`src/rtl/sync_updown_counter_n.sv`:
```
// Parametrised synchronous up/down counter with count enable, parallel load,
// modulo-N terminal value, wrap/saturate mode, terminal-count output and
// sticky overflow flag. Only the reset (clear) is asynchronous.
//
// q is declared [0:WIDTH-1] so that q[0] is the MSB. The internal count is kept
// as a conventional [WIDTH-1:0] vector; assignment between the two is
// positional, so the numeric value is preserved.
//
// Cascading: connect tc of one stage to en of the next. tc is asserted in the
// cycle before a boundary event, so the next stage steps on the same edge.
module sync_updown_counter_n #(
  parameter int unsigned      WIDTH     = 4,
  parameter logic [WIDTH-1:0] MAX_COUNT = {WIDTH{1'b1}},
  parameter bit               SATURATE  = 1'b0
) (
  input  logic             clk,
  input  logic             clear,
  input  logic             en,
  input  logic             ud,
  input  logic             load,
  input  logic [WIDTH-1:0] d,
  input  logic             ovf_clr,
  output logic [0:WIDTH-1] q,
  output logic             tc,
  output logic             wrap,
  output logic             ovf
);

  localparam logic [WIDTH-1:0] CountOne = {{(WIDTH-1){1'b0}}, 1'b1};

  logic [WIDTH-1:0] count_q, count_d;
  logic             wrap_q;
  logic             ovf_q;
  logic             at_max;
  logic             at_zero;

  assign at_max  = (count_q == MAX_COUNT);
  assign at_zero = (count_q == '0);

  // Boundary event about to happen on the next edge; load masks it.
  assign tc = en & ~load & ((ud & at_max) | (~ud & at_zero));

  // Next count: load (with clamp) beats enable, enable beats hold.
  always_comb begin
    count_d = count_q;
    if (load) begin
      count_d = (d > MAX_COUNT) ? MAX_COUNT : d;
    end else if (en) begin
      if (ud) begin
        if (!at_max) begin
          count_d = count_q + CountOne;
        end else if (!SATURATE) begin
          count_d = '0;
        end
      end else begin
        if (!at_zero) begin
          count_d = count_q - CountOne;
        end else if (!SATURATE) begin
          count_d = MAX_COUNT;
        end
      end
    end
  end

  // All state: count, wrap pulse (registered tc) and sticky ovf, where a set
  // on the same edge as a clear wins so no boundary event is lost.
  always_ff @(posedge clk or negedge clear) begin
    if (!clear) begin
      count_q <= '0;
      wrap_q  <= 1'b0;
      ovf_q   <= 1'b0;
    end else begin
      count_q <= count_d;
      wrap_q  <= tc;
      if (tc) begin
        ovf_q <= 1'b1;
      end else if (ovf_clr || load) begin
        ovf_q <= 1'b0;
      end
    end
  end

  assign q    = count_q;
  assign wrap = wrap_q;
  assign ovf  = ovf_q;

endmodule

```
`config.mk`:
```
export PLATFORM = sky130hd
export DESIGN_NAME = sync_updown_counter_n
export DESIGN_NICKNAME = d
export VERILOG_FILES = /design/src/rtl/sync_updown_counter_n.sv
export SDC_FILE = /design/constraint.sdc
export NUM_CORES = 1
export LEC_CHECK = 0
export ABC_AREA = 1
export CAP_MARGIN = 20
export CORE_AREA = 2 2 39 41
export CTS_BUF_LIST = sky130_fd_sc_hd__clkbuf_2 sky130_fd_sc_hd__clkbuf_4 sky130_fd_sc_hd__clkbuf_8
export DETAILED_ROUTE_END_ITERATION = 12
export DIE_AREA = 0 0 41 43
export DONT_BUFFER_PORTS = 1
export PLACE_DENSITY = 0.55
export REMOVE_ABC_BUFFERS = 1
export SLEW_MARGIN = 20
export SYNTH_ARGS = -nofsm -noshare
export SYNTH_HDL_FRONTEND = slang
export SYNTH_SLANG_ARGS = --single-unit
```
`constraint.sdc`:
```
create_clock -name clk -period 1.54 [get_ports clk]
set_input_delay 0.154 -clock clk [delete_from_list [all_inputs] [get_ports clk]]
set_output_delay 0.154 -clock clk [all_outputs]
set_load 0.05 [all_outputs]
```
# ---- After elaboration in Yosys (flattened, before gate mapping)
# Cells that the tools add are included.
dict set report word_totals {
  reg_bits 6
  latchBits 0
  ram_bits 0
  mem_bits_ro 0
  inputBits 10
  output_inout_bits 7
  mem_count 0
}
dict set report classes {
  addsub 2
  mul 0
  n_div 0
  magnitude_cmp 1
  eq_ne 1
  n_shift 0
  mux 8
  n_bitwise 7
  n_reduce_logical 4
}
# op count
set op_table {}
lappend op_table {{$mux W4} 6}
lappend op_table {{$add A4 B1 Y4 const B} 1}
lappend op_table {{$and A1 B1 Y1} 4}
lappend op_table {{$eq A4 B4 Y1 const B} 1}
lappend op_table {{$gt A4 B4 Y1 const B} 1}
lappend op_table {{$logic_not A4 Y1} 1}
lappend op_table {{$reduce_bool A2 Y1} 2}
lappend op_table {{$sub A4 B1 Y4 const B} 1}
lappend op_table {{$mux W1} 2}
lappend op_table {{$not A1 Y1} 2}
lappend op_table {{$logic_or A1 B1 Y1} 1}
lappend op_table {{$or A1 B1 Y1} 1}

# ---- Depth between registers and ports, before layout
dict set report depth {
  ltp_word 5
  depth_mapped 8
  depth_no_buf 8
}

# ---- Worst setup path after synthesis
# No wires, ideal clock.
dict set report synth_path {
  path_kind {register to register}
  startpoint {register count_q[1] (netlist: q[2])}
  endpoint {register wrap_q (netlist: wrap)}
  setup_ns 0.203
  t_arrival_ns 1.920
  required_ns 1.337
  path_slack_ns -0.583
  stages_incl_launch_ff 6
  path_buffers 0
  path_cell_list {dfrtp_1 -> ha_1 -> nand3_1 -> nand2_1 -> nand2_1 -> nor2_1}
}
dict set report synth_via {
  elab_chain_len 4
}
# item line
set synth_lines {}
lappend synth_lines {{start, declared} 31} ;# logic [WIDTH-1:0] count_q, count_d;
lappend synth_lines {{start signal, assigned} 73} ;# count_q <= count_d;
lappend synth_lines {{$eq A4 B4 Y1 / $logic_not A4 Y1 (equally long branches)} {37, 38}}
lappend synth_lines {{$and A1 B1 Y1} 41} ;# assign tc = en & ~load & ((ud & at_max) | (~ud & at_zero));
lappend synth_lines {{$or A1 B1 Y1 *} 41}
lappend synth_lines {{$and A1 B1 Y1 *} 41}
lappend synth_lines {{net tc} 24} ;# output logic tc,
lappend synth_lines {{end signal, assigned} 74} ;# wrap_q <= tc;
lappend synth_lines {{end, declared} 32} ;# logic wrap_q;
# Mark *: on every way through the listed nets, which the timed path passes. The rest lies on a longest branch.
# A chain may end at the register's enable or synchronous reset.

# ---- Worst setup path in the final report
dict set report layout_path {
  startpoint {register count_q[0] (netlist: q[3])}
  endpoint {output port tc}
}
dict set report layout_via {
  elab_chain_len 4
}
# item line
set layout_lines {}
lappend layout_lines {{$eq A4 B4 Y1 / $logic_not A4 Y1 (equally long branches)} {37, 38}}
lappend layout_lines {{$and A1 B1 Y1} 41}
lappend layout_lines {{$or A1 B1 Y1 *} 41}
lappend layout_lines {{$and A1 B1 Y1 *} 41}
lappend layout_lines {{end, declared} 24}
# Every way passes the cells marked *; elsewhere a longest branch is shown, timed or not.

==> results.sh <==
export IMPL_ctsRootBufferMaster="clkbuf_4"
export IMPL_wl_um=1010
export IMPL_clock_sinks=6
export IMPL_viasPerCell=4.87
export IMPL_timing_final_max_slew_violations=0
export IMPL_io_buffers=0
export IMPL_critPathKind="register to primary output"
export IMPL_power_static_leakage_nw=0.284
export IMPL_rsz0062_at_grt="yes"
export IMPL_met3_wirelength_um=100
export IMPL_cp_data_arrival_time_ns=1.38
export IMPL_cp_start_kind="register"
export IMPL_fin_crit_ns=1.53
export IMPL_ios=17
export IMPL_drv_cap=0
export IMPL_hpwl_um=779
export IMPL_die_area_mm2=0.00176
export IMPL_placed_area_um2=464
export IMPL_p_per_area_mw_per_mm2=999
export IMPL_initial_utilization=0.297
export IMPL_yosysWarnings=0
export IMPL_drc=0
export IMPL_grt_max_degree=7
export IMPL_crit_fanout=4
export IMPL_fin_crit_sh=0.996
export IMPL_max_slew_margin=0.690
export IMPL_synth_distinct_cells=17
export IMPL_skew_ns=0.00525
export IMPL_cts_buffer_depth=2
export IMPL_route_met2_wl_um=489
export IMPL_grt_pass1_vias=365
export IMPL_gp_congestion=0.778
export IMPL_fp_dieH_um=43
export IMPL_synth_area_um2=410
export IMPL_drtPass1Iterations=4
export IMPL_tritoncts="built"
export IMPL_topRoutingLayerUsed="met3"
export IMPL_num_vias=409
export IMPL_cts_htree_levels=1
export IMPL_coreArea_mm2=0.00138
export IMPL_fin_nets=82
export IMPL_ys_ff_latch=6
export IMPL_postRouteAntennaNets=0
export IMPL_clock_fmax_ghz=0.652
export IMPL_setup_worst_path_end_class="primary output"
export IMPL_syn_to_final_growth_pct=37.5
export IMPL_met1_length_um=418
export IMPL_ys_seq_area_frac=0.366
export IMPL_row_count=14
export IMPL_clkTransAtPathRegs_ns=0.04
export IMPL_wl_per_cell_um=12.0
export IMPL_min_path_type="input pin to register"
export IMPL_die_w_um=41
export IMPL_power_uw=564
export IMPL_required_ns=1.39
export IMPL_design_area_um2=564
export IMPL_worst_slew_pin_slew_ns=0.464
export IMPL_cts_buffers=3
export IMPL_antenna_found_initial=0
export IMPL_grt_ovfl_total=0
export IMPL_final_cell_count_no_fill=84
export IMPL_run_status="completed"
export IMPL_diodes=0
export IMPL_syn_avg_cell_area_um2=7.46
export IMPL_drt_iter0_drc=2
export IMPL_peakVddDrop_mv=0.448
export IMPL_finalHoldViolations=0
export IMPL_finalSetupViolations=0
export IMPL_final_core_util=0.408
export IMPL_layout_drive_gt1_share=0.382
export IMPL_grt_pass1_wl_um=1520
export IMPL_placed_cells=76
export IMPL_grt_util_all_layers=0.136
export IMPL_worstSkewPairLatency_ns=0.24
export IMPL_syn_inst=55
## layout make-up
class                      instances  area (um2)
clock buffer                       3        22.5
fill                             140         820
inverter                           8        32.5
multi-input combinational         40         250
sequential                         6         150
tap                               16        20.0
timing repair buffer              11        88.8
## kinds of logic after synthesis
| family | Yosys count | synth area share |
|---|---|---|
| AOI/OAI and AO/OA | 6 | 0.107 |
| buffers and inverters | 9 | 0.107 |
| and+or+nand+nor | 30 | 0.317 |
| DFF | 6 | 0.366 |
| xor gates and xnor gates | 2 | 0.0427 |
| adders and majority gates | 2 | 0.0610 |
## placed cells by master, fill, tap and decap left out
cell,n
clkbuf_4,3
buf_4,9
nor2_4,2
buf_6,1
nand3_2,1
ha_2,2
a22oi_1,1
nor2_1,1
nand2_1,18
dfrtp_1,6
inv_2,3
inv_4,1
nand3_1,5
dlygate4sd3_1,1
inv_1,4
nand4_1,1
a31oi_2,1
nand2_2,1
a21oi_2,1
nand2_4,1
xor2_1,2
o211ai_1,2
o22ai_1,1
## worst max-delay path, stage by stage, from the launching register on
cell,delay [ns]
dfrtp_1,0.40
ha_2,0.21
nand3_2,0.08
nand2_2,0.11
nand2_4,0.06
nor2_4,0.11
buf_6,0.16
## through the flow
step | setup WS, ns | hold WS [ns] | setup TNS, ns
2_1_floorplan | -0.583 | -0.142 | -1.19
3_3_place_gp | 0.206 | -0.141 | 0
3_5_place_dp | 0.178 | -0.141 | 0
4_1_cts | 0.0113 | 0.0255 | 0
5_1_grt | -0.0623 | 0.00822 | -0.0623
6_report | 0.00672 | 0.0332 | 0
## cell usage after synthesis, drive strengths merged
cell | count | share of area
nand2 | 20 | 0.18
inv | 8 | 0.079
dfrtp | 6 | 0.37
nand3 | 6 | 0.073
nor2 | 3 | 0.046
ha | 2 | 0.061
o211ai | 2 | 0.037
xor2 | 2 | 0.043
a21oi | 1 | 0.021
a22oi | 1 | 0.018
a31oi | 1 | 0.015
buf | 1 | 0.027
nand4 | 1 | 0.015
o22ai | 1 | 0.015
## power by group
group          internal, mW  leakage [nW]  switching [mW]
Clock                0.0881        0.0138          0.0560
Sequential            0.174        0.0757          0.0311
Combinational        0.0810         0.194           0.134
Total                 0.343         0.284           0.221
## final timing paths
check	start	to	slack (ns)	cells after the start
max reg2reg	q[3]$_DFFE_PN0P_	ovf$_DFFE_PN0P_	0.33	6
min in group asynchronous	clear	q[1]$_DFFE_PN0P_	0.22	1
min	ovf_clr	ovf$_DFFE_PN0P_	0.03	1
min reg2reg	q[2]$_DFFE_PN0P_	q[2]$_DFFE_PN0P_	0.59	2
max in group asynchronous	clear	q[3]$_DFFE_PN0P_	1.09	1
max	q[3]$_DFFE_PN0P_	tc	0.007	6
## per-layer routing
metal,vias up,global-route usage
li1,207,-
met2,20,0.197
met3,0,0.0995
met4,0,0.0200
met5,-,0
met1,182,0.163
## state kept, by name, summed over array words and instances, names as in the netlist
signal	cells
q	4
ovf	1
wrap	1
## what timing repair did
action / 4_1_cts / 5_1_grt
buffers inserted: 2 / 2
pin swaps: 2 / 4
hold buffers: 1 / 0
setup endpoints to repair: 1 / 1
hold endpoints to repair: 6 / 0
resized for setup: 4 / 7
No activity file was read; power rests on OpenSTA's default activity.
